--- config.mk ---
export PLATFORM = sky130hd
export DESIGN_NAME = hazard_ctrl
export DESIGN_NICKNAME = d
export VERILOG_FILES = /design/src/rtl/hazard_ctrl_pkg.sv /design/src/rtl/hazard_scoreboard.sv /design/src/rtl/hazard_ctrl.sv
export SDC_FILE = /design/constraint.sdc
export NUM_CORES = 1
export LEC_CHECK = 0
export CORE_ASPECT_RATIO = 0.75
export CORE_MARGIN = 4
export CORE_UTILIZATION = 51
export DETAILED_ROUTE_END_ITERATION = 8
export PLACE_DENSITY = 0.86
export SLEW_MARGIN = 15
export SYNTH_ARGS = -nofsm -noshare
export SYNTH_HDL_FRONTEND = slang
export SYNTH_SLANG_ARGS = --single-unit
--- constraint.sdc ---
create_clock -name clk -period 5.8 [get_ports clk]
set_input_delay 0.58 -clock clk [delete_from_list [all_inputs] [get_ports clk]]
set_output_delay 0.58 -clock clk [all_outputs]
set_load 0.005 [all_outputs]
--- src/rtl/hazard_ctrl_pkg.sv ---
// Shared definitions for the register-read hazard controller: opcodes,
// forwarding-select encodings, FSM states and the opcode decode helper.
package hazard_ctrl_pkg;

    localparam logic [6:0] OP     = 7'b0110011;
    localparam logic [6:0] OP_IMM = 7'b0010011;
    localparam logic [6:0] LOAD   = 7'b0000011;
    localparam logic [6:0] STORE  = 7'b0100011;
    localparam logic [6:0] BRANCH = 7'b1100011;
    localparam logic [6:0] JAL    = 7'b1101111;
    localparam logic [6:0] JALR   = 7'b1100111;
    localparam logic [6:0] LUI    = 7'b0110111;
    localparam logic [6:0] AUIPC  = 7'b0010111;

    typedef enum logic [1:0] {
        FWD_RF  = 2'd0,
        FWD_EX  = 2'd1,
        FWD_MEM = 2'd2,
        FWD_WB  = 2'd3
    } fwd_sel_e;

    typedef enum logic {
        RUN   = 1'b0,
        FLUSH = 1'b1
    } state_e;

    typedef struct packed {
        logic uses_rs1;
        logic uses_rs2;
        logic writes_rd;
        logic is_load;
    } decode_t;

    function automatic decode_t decode_op(input logic [6:0] opcode);
        decode_t d;
        d = '0;
        case (opcode)
            OP:          begin d.uses_rs1 = 1'b1; d.uses_rs2 = 1'b1; d.writes_rd = 1'b1; end
            OP_IMM:      begin d.uses_rs1 = 1'b1; d.writes_rd = 1'b1; end
            LOAD:        begin d.uses_rs1 = 1'b1; d.writes_rd = 1'b1; d.is_load = 1'b1; end
            JALR:        begin d.uses_rs1 = 1'b1; d.writes_rd = 1'b1; end
            BRANCH:      begin d.uses_rs1 = 1'b1; d.uses_rs2 = 1'b1; end
            STORE:       begin d.uses_rs1 = 1'b1; d.uses_rs2 = 1'b1; end
            LUI, AUIPC,
            JAL:         d.writes_rd = 1'b1;
            default:     d = '0;
        endcase
        return d;
    endfunction

    // Scoreboard index 0/1/2 corresponds to the EX/MEM/WB bypass paths.
    function automatic fwd_sel_e stage_fwd(input logic [1:0] idx);
        case (idx)
            2'd0:    return FWD_EX;
            2'd1:    return FWD_MEM;
            default: return FWD_WB;
        endcase
    endfunction

endpackage

--- src/rtl/hazard_scoreboard.sv ---
// Shift scoreboard of in-flight destination registers (index 0 = EX, last = WB)
// with youngest-match lookup for the two read-stage source registers.
module hazard_scoreboard #(
    parameter int REG_AW = 5,
    parameter int DEPTH  = 3,
    localparam int IDX_W = (DEPTH > 1) ? $clog2(DEPTH) : 1
) (
    input  logic              clk,
    input  logic              rst,
    input  logic              push,
    input  logic [REG_AW-1:0] push_rd,
    input  logic              push_load,
    input  logic [REG_AW-1:0] src_a,
    input  logic [REG_AW-1:0] src_b,
    output logic              hit_a,
    output logic [IDX_W-1:0]  idx_a,
    output logic              load_a,
    output logic              hit_b,
    output logic [IDX_W-1:0]  idx_b,
    output logic              load_b,
    output logic              wb_valid,
    output logic [REG_AW-1:0] wb_rd
);

    logic [DEPTH-1:0]  valid;
    logic [DEPTH-1:0]  is_load;
    logic [REG_AW-1:0] rd [DEPTH];

    always_ff @(posedge clk) begin
        if (rst) begin
            valid   <= '0;
            is_load <= '0;
            for (int i = 0; i < DEPTH; i++) rd[i] <= '0;
        end else begin
            valid[0]   <= push;
            rd[0]      <= push ? push_rd : '0;
            is_load[0] <= push & push_load;
            for (int i = 1; i < DEPTH; i++) begin
                valid[i]   <= valid[i-1];
                rd[i]      <= rd[i-1];
                is_load[i] <= is_load[i-1];
            end
        end
    end

    // Walk oldest to youngest so the youngest match overwrites older ones.
    always_comb begin
        hit_a  = 1'b0;
        idx_a  = '0;
        load_a = 1'b0;
        hit_b  = 1'b0;
        idx_b  = '0;
        load_b = 1'b0;
        for (int i = DEPTH - 1; i >= 0; i--) begin
            if (valid[i] && (src_a != '0) && (rd[i] == src_a)) begin
                hit_a  = 1'b1;
                idx_a  = IDX_W'(i);
                load_a = is_load[i];
            end
            if (valid[i] && (src_b != '0) && (rd[i] == src_b)) begin
                hit_b  = 1'b1;
                idx_b  = IDX_W'(i);
                load_b = is_load[i];
            end
        end
    end

    assign wb_valid = valid[DEPTH-1];
    assign wb_rd    = rd[DEPTH-1];

endmodule

--- src/rtl/hazard_ctrl.sv ---
// Register-read stage hazard controller: decode, RUN/FLUSH FSM, stall/bubble/
// flush and operand forwarding. FORWARDING_EN enables the bypass paths.
//
//   state | meaning
//   RUN   | normal issue; detects load-use / RAW hazards and taken branches
//   FLUSH | wrong-path instruction arriving in read stage is bubbled
module hazard_ctrl
    import hazard_ctrl_pkg::*;
#(
    parameter int REG_AW     = 5,
    parameter int NUM_STAGES = 3
) (
    input  logic              clk,
    input  logic              rst,
    input  logic [31:0]       IR,
    input  logic              IR_valid,
    input  logic              branch_taken,
    output logic              stall,
    output logic              bubble,
    output logic              flush,
    output logic [1:0]        fwd_a_sel,
    output logic [1:0]        fwd_b_sel,
    output logic              wb_en,
    output logic [REG_AW-1:0] WB_address
);

`ifdef FORWARDING_EN
    // Bypass paths exist only for EX/MEM/WB, so the depth is pinned to 3.
    localparam int SB_DEPTH = (NUM_STAGES == 3) ? NUM_STAGES : 3;
`else
    localparam int SB_DEPTH = NUM_STAGES;
`endif
    localparam int IDX_W = (SB_DEPTH > 1) ? $clog2(SB_DEPTH) : 1;

    decode_t           dec;
    state_e            state, state_next;
    logic [REG_AW-1:0] src_a, src_b, dst;
    logic              hit_a, hit_b, load_a, load_b;
    logic [IDX_W-1:0]  idx_a, idx_b;
    logic              wb_valid;
    logic [REG_AW-1:0] wb_rd;
    logic              hazard, issue, push;
    fwd_sel_e          fa, fb;
    logic              unused_ir;

    assign dec   = decode_op(IR[6:0]);
    assign src_a = (IR_valid && dec.uses_rs1) ? REG_AW'(IR[19:15]) : '0;
    assign src_b = (IR_valid && dec.uses_rs2) ? REG_AW'(IR[24:20]) : '0;
    assign dst   = REG_AW'(IR[11:7]);
    assign unused_ir = ^{IR[31:25], IR[14:12]};

    hazard_scoreboard #(
        .REG_AW (REG_AW),
        .DEPTH  (SB_DEPTH)
    ) u_scoreboard (
        .clk       (clk),
        .rst       (rst),
        .push      (push),
        .push_rd   (dst),
        .push_load (dec.is_load),
        .src_a     (src_a),
        .src_b     (src_b),
        .hit_a     (hit_a),
        .idx_a     (idx_a),
        .load_a    (load_a),
        .hit_b     (hit_b),
        .idx_b     (idx_b),
        .load_b    (load_b),
        .wb_valid  (wb_valid),
        .wb_rd     (wb_rd)
    );

`ifdef FORWARDING_EN
    // Only a load still in EX cannot be bypassed.
    assign hazard = (hit_a && (idx_a == '0) && load_a) ||
                    (hit_b && (idx_b == '0) && load_b);
`else
    logic unused_fwd;
    assign unused_fwd = ^{idx_a, idx_b, load_a, load_b};
    assign hazard     = hit_a || hit_b;
`endif

    always_ff @(posedge clk) begin
        if (rst) state <= RUN;
        else     state <= state_next;
    end

    always_comb begin
        state_next = state;
        stall      = 1'b0;
        bubble     = 1'b0;
        flush      = 1'b0;
        issue      = 1'b0;
        if (rst) begin
            state_next = RUN;
        end else begin
            case (state)
                RUN: begin
                    if (branch_taken) begin
                        flush      = 1'b1;
                        bubble     = IR_valid;
                        state_next = FLUSH;
                    end else if (hazard) begin
                        stall  = 1'b1;
                        bubble = 1'b1;
                    end else begin
                        issue = IR_valid;
                    end
                end
                FLUSH: begin
                    bubble     = IR_valid;
                    state_next = RUN;
                end
                default: state_next = RUN;
            endcase
        end
    end

    assign push = issue && dec.writes_rd && (dst != '0);

    always_comb begin
        fa = FWD_RF;
        fb = FWD_RF;
`ifdef FORWARDING_EN
        if (!rst && (state == RUN) && !branch_taken && !hazard) begin
            if (hit_a) fa = stage_fwd(2'(idx_a));
            if (hit_b) fb = stage_fwd(2'(idx_b));
        end
`endif
    end

    assign fwd_a_sel  = fa;
    assign fwd_b_sel  = fb;
    assign wb_en      = !rst && wb_valid;
    assign WB_address = (rst || !wb_valid) ? '0 : wb_rd;

endmodule
## Yosys cells after proc, flatten, opt, wreduce, memory -nomap -nowiden

Memory sizes are Yosys's and may differ from the RTL's.
Index checks and enable logic that the tools add are counted.

- Divide/modulo/power cells: 0
- Shift-type cells: 0
- Multiply operators: 0
- Add/subtract/negate cells: 0
- Multiplexer cells: 34
- Magnitude comparators: 0
- Reductions and logical operators: 27
- Bitwise operators: 4
- Equal/unequal tests: 15

Operators with widths:

| kind | number |
|---|---|
| two-way mux 5 bit | 7 |
| == test 5 bit | 6 |
| two-way mux 1 bit | 25 |
| == test 7 x 6 -> 1 bit (second input constant) | 3 |
| == test 7 bit (second input constant) | 3 |
| logical AND 1 bit | 17 |
| nonzero test 5 bit | 3 |
| == test 7 x 5 -> 1 bit (second input constant) | 2 |
| == test 7 x 2 -> 1 bit (second input constant) | 1 |
| OR reduction 7 bit | 1 |
| OR reduction 6 bit | 1 |
| one-hot mux 1 bit (2 select lines) | 2 |
| bitwise OR 1 bit | 3 |
| OR reduction 3 bit | 1 |
| logical NOT 1 bit | 2 |
| logical OR 1 bit | 2 |
| inverter 1 bit | 1 |

- Output and inout port bits: 13
- Word-level logic and storage cells: 83
- Input port bits: 36
- Flip-flop bits (word level): 4
- Bits in latches: 0
- Bits in read-only memories: 0
- Memories kept: 1
- Memory bits (writable): 15

Memories:

| memory | depth | width | read ports | clocked after Yosys merged registers in | write ports | RTL line | source |
|---|---|---|---|---|---|---|---|
| u_scoreboard.rd | 3 | 5 | 3 | 0 | 3 | hazard_scoreboard.sv:27 | `logic [REG_AW-1:0] rd [DEPTH];` |

## Longest topological paths before layout

Gate-level depths: netlist of run 1.

- Depth after elaboration: 20
- Mapped depth: 8
- Mapped depth without buffers: 7

## By module

A second synthesis of run 1 with hierarchy kept.

- Cell total of the unflattened synthesis: 161
- Area, all modules: 1402.6 µm²

By module, submodules not included:

| module | area each (µm²) | instances | sequential area each (µm²) | cells each |
|---|---|---|---|---|
| hazard_scoreboard | 1102.3 | 1 | 420.4 | 114 |
| hazard_ctrl | 300.3 | 1 | 20.0 | 47 |

## Worst setup path after synthesis of run 1

No wires, ideal clock.

- Path type: input port to output port
- Start point: in IR[3]
- End point: out bubble
- Path buffers: 1
- Required time: 5.220 ns
- Cell stages on the path: 8
- Arrival: 2.078 ns
- Slack: 3.142 ns
- Cell sequence: and4b_4 > o21ai_2 > buf_6 > o31ai_1 > a221oi_2 > a22oi_2 > a221oi_4 > o31a_1

- Cells in the longest elaborated chain, start to end: 16
- Elaborated cells on any way between the ends: 45
- Classes of those cells: eq/ne: 12; mux: 14; reduce/logical: 19

RTL lines:

| element | RTL line | source |
|---|---|---|
| start, declared | hazard_ctrl.sv:15 | `input logic [31:0] IR,` |
| == test 7 x 6 -> 1 bit (tied with other cells) | hazard_ctrl_pkg.sv:37 | `case (opcode)` |
| OR reduction 6 bit (no line) / OR reduction 3 bit (equally long branches) | -- |  |
| two-way mux 1 bit | hazard_ctrl_pkg.sv:37 |  |
| logical AND 1 bit (on tied branches) | hazard_ctrl.sv:47, hazard_ctrl.sv:48 |  |
| two-way mux 5 bit (on tied branches) | hazard_ctrl.sv:47, hazard_ctrl.sv:48 |  |
| nonzero test 5 bit (on tied branches) | hazard_scoreboard.sv:55, hazard_scoreboard.sv:60 |  |
| logical AND 1 bit (on tied branches) (2 in a row) | hazard_scoreboard.sv:55, hazard_scoreboard.sv:60 |  |
| two-way mux 1 bit (on tied branches) (3 in a row) | hazard_scoreboard.sv:55, hazard_scoreboard.sv:60 |  |
| logical OR 1 bit (*) | hazard_ctrl.sv:80 | `assign hazard = hit_a \|\| hit_b;` |
| two-way mux 1 bit (*) | hazard_ctrl.sv:103 | `end else if (hazard) begin` |
| two-way mux 1 bit (*) | hazard_ctrl.sv:99 | `if (branch_taken) begin` |
| one-hot mux 1 bit (2 select lines) (*) | hazard_ctrl.sv:97 | `case (state)` |
| two-way mux 1 bit (*) | hazard_ctrl.sv:94 | `if (rst) begin` |
| end, declared | hazard_ctrl.sv:19 | `output logic bubble,` |

Mark *: on every way between the ends. The rest lies on a longest branch, timed or not.

## Worst setup path after layout of run 1

- Start point: in IR[4]
- End point: out bubble

Same word-level chain as after synthesis.

==> run_results.csv, run 1 <==
group,metric,value,unit
run_status,status,"complete, no violations",
global_routing,grt_pass1_vias,1321,
job,drv_cap,0,
yosys,synth_top_family_by_area,"simple AND/OR/NAND/NOR gates",
clock_network,post_cts_buffers,0,
floorplanning,pin_count,49,
yosys,synth.area.top_cells,"dfxtp_1 (24%), xnor2_1 (6.0%), nor4bb_1 (5.6%)",
routing,vias,1540,
sta,fin_crit,4.23,ns
critical_path,cp.arrival,3.65,ns
routing,drt_wl_total,4.10,mm
critical_path,rr_endpoint,"u_scoreboard.rd[0][1]",
floorplanning,dieArea,4150,µm²
sta,max_freq,236,MHz
yosys,synth_top_cell_area_share,23.5,%
clock_network,cts_buffers,3,
routing,drt_first_pass_iters,4,
yosys,async_reset_ff_share,0,%
global_routing,grt_max_degree,18,
critical_path,path_class,"in -> out",
critical_path,critPathTopFamily,"compound AO/OA/AOI/OAI gates",
yosys,synth_adder_area_share,0,%
yosys,synthMuxAreaShare,0,%
critical_path,end_kind,"primary output",
routing,wl_per_cell,16.1,µm
critical_path,reg2reg_from,"u_scoreboard.rd[0][7]",
clock_network,clock-sinks,19,
floorplanning,fp.coreArea,3000,µm²
yosys,mappedNetlistArea,1620,µm²
global_routing,grt-ovfl-total,0,
power_and_ir_drop,finalPower,272,µW
clock_network,post_cts_resized,0,
yosys,ys_seq_elements,19,
yosys,synth_cells,191,
yosys,yosys-top-cells-count,"nor2_1 (21), dfxtp_1 (19), nor2b_1 (14), xnor2_1 (11)",
global_routing,grt_usage,19.9,%
yosys,synthSimpleGateAreaFrac,37.3,%
worst_hold_path,hp-class,"reg -> reg",
critical_path,cpMostUsedCell,"clkdlybuf4s50_1",
clock_network,htreeDepth,1,
clock_network,cts_tree,"built",
clock_network,clockBufferDepth,2,
sta,max-slew-margin-rel,59.1,%
placement,routabilityCongestion,1.02,
critical_path,critPathMaxStageDelay,0.55,ns
yosys,syn_avg_cell_area,8.47,µm²
sta,tightest_slew,0.605,ns
power_and_ir_drop,p_leak,0.000617,µW
cells_and_area,drive_gt1_share,9.22,%
routing,routed_via_density,6.04,
sta,finClkSkew,0.00522,ns
floorplanning,initial_core_util,53.9,%
worst_hold_path,hold_depth,1,
clock_network,clk_latency,0.25,ns
sta,setup_viol,0,
yosys,synth_top_flop_cell,"dfxtp_1",
power_and_ir_drop,powerDensity,140,nW/µm²
sta,finalSetupTns,0,ns
placement,dp_hpwl,3.26,mm
sta,hold_violations,0,
yosys,yosysSeqAreaShare,23.5,%
yosys,synth-edff-count,0,
clock_network,root_buffer,"clkbuf_8",
cells_and_area,final_net_count,254,
yosys,yosysWarningCount,0,
critical_path,path_buf_inv,2,
sta,rsz0062_at_grt,"no",
critical_path,required,5.22,ns
yosys,yosysMostFrequentCell,"nor2_1",
global_routing,grt_pass1_wl,6.50,mm
yosys,synth_xor_area_share,8.66,%
worst_hold_path,worstHoldStart,"state",
critical_path,cpMaxStageDelayCell,"clkdlybuf4s50_1",
yosys,synth_cell_type_count,55,
worst_hold_path,hold_path_end,"state",
routing,drc,0,
floorplanning,chipWidth,73.0,µm
sta,maxSlewViolCount,0,
placement,numPortBuffers,34,
floorplanning,rows,17,
power_and_ir_drop,vdd_drop_max,147,µV
critical_path,start_kind,"primary input",
clock_network,cts.reportedPaths.clkPinSlew,0.07,ns
critical_path,rrSetupSlack,3.80,ns
yosys,synth_top_area_cell,"dfxtp_1",
routing,ant_nets,0,
cells_and_area,antenna_cells,0,
cells_and_area,syn_to_final_growth,20.0,%
sta,period_share,73.0,%
global_routing,grt_antenna_before_repair,0,
critical_path,path_cells,"clkdlybuf4s50_1 > and3b_1 > o21ai_2 > o21ai_0 > a221oi_2 > a22oi_2 > a221oi_4 > o31a_1 > clkdlybuf4s50_1",
floorplanning,die_h,56.8,µm
clock_network,holdBufCountCts,0,
routing,drtIter0Drc,196,
critical_path,r2r_cells,6,
critical_path,crit_fanout,11,
yosys,synth_compound_area_share,22.4,%
-- routing by layer --
layer	GRT usage [%]	wire length [µm]	up-vias	part of all wire, %
met2	29.8	1770	68	43
met1	29.9	1880	711	46
met3	4.29	443	0	11
li1	-	-	761	-
met5	0	0	-	0
met4	1.58	0	0	0
-- cells by family after synthesis --
family | Yosys count
buffers and inverters | 17
AND/OR/NAND/NOR | 96
XOR/XNOR | 16
flip-flops | 19
AO/OA/AOI/OAI | 42
other | 1
-- stage by stage --
stage / worst slack (ns) / std cells / cell area [µm²] / utilization (%) / hold slack [ns]
after floorplan: 3.14 / 194 / 1630 / - / 0.435
after global placement: 1.64 / 251 / 1900 / 63.2 / 0.449
after detailed placement: 1.60 / 251 / 1900 / 63.2 / 0.458
after CTS: 1.60 / 255 / 1940 / 64.7 / 0.467
after global routing: 1.35 / 255 / 1940 / 64.7 / 0.487
final: 1.57 / 255 / 1940 / 64.7 / 0.469
-- worst max path at each step --
stage,startpoint,end,slack [ns],depth (start not counted)
detailed placement,IR[6],bubble,1.60,9
CTS,IR[4],bubble,1.60,9
global placement,IR[4],bubble,1.64,9
floorplan,IR[3],bubble,3.14,8
finish,IR[4],bubble,1.57,9
global route,IR[6],bubble,1.35,9
-- cell usage in the layout (no fill, tap or decap), drive strengths merged, types with 3 or more instances in the layout --
cell type      instances
xor2                   5
a31oi                 10
and2                   6
nor4                   4
o31ai                  3
nand4                  4
nor2b                 14
a221oi                 3
xnor2                 11
or2                    3
clkdlybuf4s50         34
nand4b                 3
nor4bb                 9
o32ai                  8
conb                   4
nand2                 10
nor2                  22
clkbuf                 4
dfxtp                 19
nor3b                  7
o21ai                  6
-- sequential cells by signal (all words and copies together), names as in the netlist --
signal              cells
u_scoreboard.rd        15
u_scoreboard.valid      3
state                   1
-- power breakdown --
group | total (µW) | switching, µW | internal [µW]
clock network | 87.3 | 38.6 | 48.7
registers | 132 | 0.735 | 131
logic | 53.3 | 26.0 | 27.3
-- cell type report --
cell class | instances | area (µm²)
Clock buffer | 4 | 45.0
Fill cell | 271 | 1060
Inverter | 2 | 7.51
Multi-Input combinational cell | 158 | 1120
Sequential cell | 19 | 380
Tap cell | 38 | 47.5
Timing Repair Buffer | 34 | 340
-- worst reg2reg max path, cell delays in order, from the launching register on --
cell and delay [ns]:
dfxtp_1 0.47, nor4bb_1 0.32, o21ai_1 0.11, a221oi_2 0.27, a22oi_2 0.13, a221oi_4 0.46, nor3b_1 0.10
(Power assumes the default switching activity.)
==> run 2: changes to the inputs <==
- CORE_UTILIZATION: 51 -> 47
- PLACE_DENSITY: 0.86 -> 0.8
- clock period: 5.8 -> 4.3 ns (I/O delays scaled with it)
==> run_results.csv, run 2 (same netlist as run 1, synthesis figures left out) <==
group,metric,value,unit
floorplanning,initial_core_util,49.2,%
clock_network,cts_buffers,3,
global_routing,grt_pass1_wl,6.44,mm
global_routing,grt_pass1_vias,1307,
clock_network,root_buffer,"clkbuf_8",
critical_path,critPathTopFamily,"compound AO/OA/AOI/OAI gates",
cells_and_area,final_common_cell,"clkdlybuf4s50_1",
clock_network,post_cts_resized,0,
power_and_ir_drop,clkPwrFrac,33.1,%
cells_and_area,antenna_cells,0,
global_routing,grt-ovfl-total,0,
routing,wl_per_cell,15.5,µm
placement,numPortBuffers,34,
power_and_ir_drop,p_comb_share,19.4,%
cells_and_area,final_cell_mix,"clkdlybuf4s50_1 (34), nor2_1 (21), dfxtp_1 (19)",
cells_and_area,drive_gt1_share,10.1,%
power_and_ir_drop,seq_power_share,47.5,%
cells_and_area,largest-register,"u_scoreboard.rd",
floorplanning,fp.coreArea,3290,µm²
power_and_ir_drop,vdd_drop_max,200,µV
sta,setup_viol,0,
critical_path,reg2reg_from,"u_scoreboard.rd[0][3]",
sta,finalSetupTns,0,ns
critical_path,crit_fanout,11,
clock_network,clock-sinks,19,
routing,drtIter0Drc,167,
sta,fin_crit,3.88,ns
sta,hold_ws,0.463,ns
sta,rsz0062_at_grt,"no",
routing,drt_first_pass_iters,4,
clock_network,holdBufCountCts,0,
clock_network,clockBufferDepth,2,
power_and_ir_drop,powerDensity,192,nW/µm²
worst_hold_path,hp-class,"reg -> reg",
critical_path,end_kind,"primary output",
sta,tightest_slew,0.578,ns
critical_path,path_buf_inv,2,
cells_and_area,syn_to_final_growth,20.6,%
floorplanning,die_h,58.8,µm
cells_and_area,final_net_count,255,
power_and_ir_drop,p_int,279,µW
routing,routed_via_density,5.90,
clock_network,cts.reportedPaths.clkPinSlew,0.07,ns
placement,routabilityCongestion,0.877,
sta,period_share,90.3,%
critical_path,critPathMaxStageDelay,0.56,ns
critical_path,endpoint,"stall",
sta,maxSlewViolCount,0,
critical_path,cp.arrival,3.45,ns
global_routing,grt_antenna_before_repair,0,
floorplanning,pin_count,49,
global_routing,grt_max_degree,18,
floorplanning,chipWidth,75.7,µm
clock_network,cts_tree,"built",
critical_path,cpMaxStageDelayCell,"clkdlybuf4s50_1",
job,drv_cap,0,
clock_network,post_cts_buffers,0,
critical_path,cpMostUsedCell,"clkdlybuf4s50_1",
routing,drt_wl_total,4.00,mm
floorplanning,dieArea,4450,µm²
critical_path,rrSetupSlack,2.33,ns
sta,max-slew-margin-rel,61.0,%
power_and_ir_drop,p_leak,0.000625,µW
floorplanning,rows,18,
cells_and_area,nFillCells,308,
run_status,status,"complete, no violations",
power_and_ir_drop,p_sw,95.4,µW
routing,ant_nets,0,
sta,max_freq,257,MHz
routing,drc,0,
critical_path,cp_num_cells,9,
routing,vias,1521,
critical_path,required,3.87,ns
power_and_ir_drop,p_sw_share,25.5,%
critical_path,rr_endpoint,"u_scoreboard.rd[0][0]",
critical_path,path_class,"in -> out",
sta,hold_violations,0,
critical_path,r2r_cells,7,
clock_network,htreeDepth,1,
cells_and_area,largest_register_ffs,15,
clock_network,clk_latency,0.25,ns
critical_path,crit_start,"IR[4]",
global_routing,grt_usage,18.8,%
sta,finClkSkew,0.00300,ns
critical_path,start_kind,"primary input",
critical_path,path_cells,"clkdlybuf4s50_1 > and3b_1 > o21ai_2 > o21ai_0 > a221oi_2 > a22oi_2 > a221oi_4 > o21ba_1 > clkdlybuf4s50_1",
placement,dp_hpwl,3.16,mm
cells_and_area,reg_top3,"u_scoreboard.rd: 15 flops, u_scoreboard.valid: 3 flops, state: 1 flops",
==> run 2: cell types whose count changed in the layout (fill, tap and decap cells not counted) <==
| cell | previous run | this run |
|---|---|---|
| clkinv_2 | 0 | 1 |
| clkbuf_1 | 1 | 0 |
| buf_4 | 0 | 1 |
==> run 2: area by class of cell <==
class	instances	area [µm²]	share of cell area (%)
Multi-Input combinational cell	158	1120	57.4
Sequential cell	19	380	19.5
Timing Repair Buffer	35	348	17.8
Tap cell	40	50.0	2.56
Clock buffer	3	41.3	2.12
Inverter	2	7.51	0.385
Clock inverter	1	5.00	0.256
==> run 2: how the worst min path moves through the flow <==
stage                                startpoint                     to  cells after the start
after CTS                                 state                  state                      1
after floorplan                           state                  state                      1
after global routing      u_scoreboard.valid[1]  u_scoreboard.valid[2]                      1
final                                     state                  state                      1
after detailed placement                  state                  state                      1
after global placement                    state                  state                      1
==> run 2: through the flow <==
stage               utilization (%)  instance area, µm²  total power (µW)  setup WS [ns]  std cells
floorplan                         -                1630               220           1.94        194
global placement               58.0                1910               252          0.448        254
detailed placement             58.0                1910               253          0.430        254
CTS                            59.4                1950               376          0.416        258
global route                   59.4                1950               391          0.181        258
finish                         59.4                1950               374          0.415        258
==> run 2: layer usage <==
layer / share of wire [%] / vias up / track usage (%) / wire length, µm
li1: - / 767 / - / -
met3: 11 / 2 / 5.12 / 423
met5: 0 / - / 0 / 0
met4: 0.30 / 0 / 3.49 / 12
met1: 47 / 687 / 28.5 / 1900
met2: 42 / 65 / 26.7 / 1670
==> run 2: worst reg2reg max path, stage by stage (launching register included) <==
cell      delay (ns)
dfxtp_1         0.48
xnor2_1         0.15
and3_2          0.18
o21ai_0         0.09
a221oi_2        0.27
a22oi_2         0.11
a221oi_4        0.46
nor3b_1         0.10
==> run 2: power by group through the flow <==
stage          clock, µW  sequential [µW]  combinational [µW]
2_1_floorplan          0              181                39.0
6_report             124              178                72.5
5_1_grt              134              178                78.9
3_3_place_gp           0              182                70.5
4_1_cts              127              178                72.0
3_5_place_dp           0              182                71.5
==> run 3: changes to the inputs <==
- ABC_AREA: not set -> 1
- CORE_UTILIZATION: 47 -> 45
- PLACE_DENSITY: 0.8 -> 0.79
==> run_results.csv, run 3 <==
group,metric,value,unit
yosys,yosysWarningCount,0,
cells_and_area,final_cell_mix,"nor2_1 (49), nand2_1 (47), inv_1 (37)",
clock_network,clockBufferDepth,2,
placement,routabilityCongestion,0.921,
critical_path,crit_fanout,19,
floorplanning,die_h,57.0,µm
sta,hold_ws,0.438,ns
global_routing,grt_max_degree,22,
power_and_ir_drop,p_leak,0.000842,µW
critical_path,required,3.87,ns
clock_network,post_cts_resized,0,
routing,routed_via_density,4.96,
cells_and_area,post-route-util,61.0,%
clock_network,cts.reportedPaths.clkPinSlew,0.07,ns
run_status,status,"complete, no violations",
power_and_ir_drop,powerDensity,198,nW/µm²
yosys,yosysMostFrequentCell,"nor2_1",
sta,period_share,78.9,%
clock_network,holdBufCountCts,0,
sta,maxSlewViolCount,0,
sta,fin_crit,3.39,ns
clock_network,cts_tree,"built",
floorplanning,fp.coreArea,3000,µm²
routing,met1_length,1.62,mm
cells_and_area,syn_to_final_growth,27.3,%
global_routing,grt_antenna_before_repair,0,
routing,routed.top_layer,"met4",
yosys,synth-edff-count,0,
sta,finClkSkew,0.00113,ns
power_and_ir_drop,vdd_drop_max,183,µV
routing,wl_met3,347,µm
clock_network,root_buffer,"clkbuf_8",
routing,vias,1517,
yosys,async_reset_ff_share,0,%
critical_path,end_kind,"primary output",
clock_network,clk_latency,0.26,ns
yosys,synth.area.top_cells,"dfxtp_1 (26%), nor2_1 (13%), nand2_1 (12%)",
cells_and_area,instances_no_fill,306,
sta,setup_viol,0,
floorplanning,dieArea,4170,µm²
worst_hold_path,hp-class,"reg -> reg",
global_routing,grt-ovfl-total,0,
routing,drt_wl_total,3.49,mm
yosys,mappedNetlistArea,1440,µm²
cells_and_area,drive_gt1_share,7.84,%
cells_and_area,largest-register,"u_scoreboard.rd",
cells_and_area,antenna_cells,0,
global_routing,grt_usage,17.4,%
yosys,synth_cell_type_count,25,
clock_network,cts_buffers,3,
routing,drtIter0Drc,114,
yosys,synth_top_cell_area_share,26.5,%
sta,rsz0062_at_grt,"no",
critical_path,start_kind,"primary input",
sta,hold_violations,0,
routing,wl_met2,1.50,mm
cells_and_area,final_common_cell,"nor2_1",
global_routing,grt_pass1_vias,1272,
yosys,synth_top_area_cell,"dfxtp_1",
routing,drc,0,
yosys,synth_cells,235,
clock_network,post_cts_buffers,0,
cells_and_area,final_net_count,305,
critical_path,cp.arrival,2.96,ns
placement,dp_hpwl,2.76,mm
yosys,yosysSeqAreaShare,26.5,%
yosys,yosys-top-cells-count,"nor2_1 (49), nand2_1 (47), inv_1 (37), dfxtp_1 (19), nand3_1 (19)",
yosys,syn_avg_cell_area,6.12,µm²
floorplanning,rows,17,
clock_network,htreeDepth,1,
sta,finalSetupTns,0,ns
routing,drt_first_pass_iters,4,
job,drv_cap,0,
floorplanning,initial_core_util,47.9,%
clock_network,clock-sinks,19,
floorplanning,pin_count,49,
cells_and_area,reg_top3,"u_scoreboard.rd: 15 flops, u_scoreboard.valid: 3 flops, state: 1 flops",
routing,wl_per_cell,11.4,µm
floorplanning,chipWidth,73.3,µm
critical_path,path_class,"in -> out",
yosys,ys_seq_elements,19,
placement,place_inst,302,
sta,tightest_slew,0.652,ns
sta,max-slew-margin-rel,56.4,%
placement,numPortBuffers,34,
sta,max_freq,295,MHz
cells_and_area,largest_register_ffs,15,
yosys,synth_top_flop_cell,"dfxtp_1",
routing,ant_nets,0,
global_routing,grt_pass1_wl,5.67,mm
[run 3: final timing paths]
path | start | endpoint | slack (ns) | depth (start not counted)
setup / recovery | IR[6] | bubble | 0.91 | 16
hold reg to reg | u_scoreboard.valid[1] | u_scoreboard.valid[2] | 0.44 | 2
hold / removal | u_scoreboard.valid[1] | u_scoreboard.valid[2] | 0.44 | 2
setup reg to reg | u_scoreboard.rd[0][13] | u_scoreboard.rd[0][4] | 3.05 | 8
[run 3: layer usage]
layer / up-vias / GRT usage [%]
li1: 793 / -
met1: 653 / 24.1
met2: 68 / 25.7
met3: 3 / 4.58
met4: 0 / 6.32
met5: - / 0
[run 3: power by group]
group,internal [µW],switching (µW)
Clock,66.1,60.5
Combinational,29.3,28.3
Sequential,177,0.649
[run 3: area by class of cell]
class / instances / area (µm²)
Multi-Input combinational cell: 169 / 856
Clock buffer: 4 / 45.0
Tap cell: 38 / 47.5
Timing Repair Buffer: 35 / 348
Inverter: 41 / 154
Sequential cell: 19 / 380
Fill cell: 303 / 1170
[run 3: per-stage QoR]
stage / total power (µW) / setup WS, ns / area [µm²]
after floorplan: 208 / 2.24 / 1450
after global placement: 238 / 0.932 / 1790
after detailed placement: 239 / 0.921 / 1790
after CTS: 365 / 0.916 / 1830
after global routing: 377 / 0.686 / 1830
final: 362 / 0.906 / 1830
[run 3: cell families (layout without fill, tap and decap cells)]
kind of cell / count (synthesis) / in the layout / synth area share [%]
AND/OR/NAND/NOR: 148 / 148 / 50.0
buffers and inverters: 50 / 80 / 14.8
XOR/XNOR: 7 / 7 / 4.26
AO/OA/AOI/OAI: 10 / 10 / 4.18
other: 1 / 4 / 0.261
flip-flops: 19 / 19 / 26.5
[run 3: critical path, stage by stage]
cell and delay [ns]:
clkdlybuf4s50_1 0.53, inv_2 0.06, nor2_1 0.16, nand2_1 0.11, nand3_4 0.22, nand3_1 0.19, nand2_1 0.10, nand2_1 0.06
nor2_1 0.12, nand3_1 0.09, nand3_1 0.11, nand2_2 0.09, nand2_1 0.07, nand2_1 0.07, nand2_1 0.06, clkdlybuf4s50_1 0.50
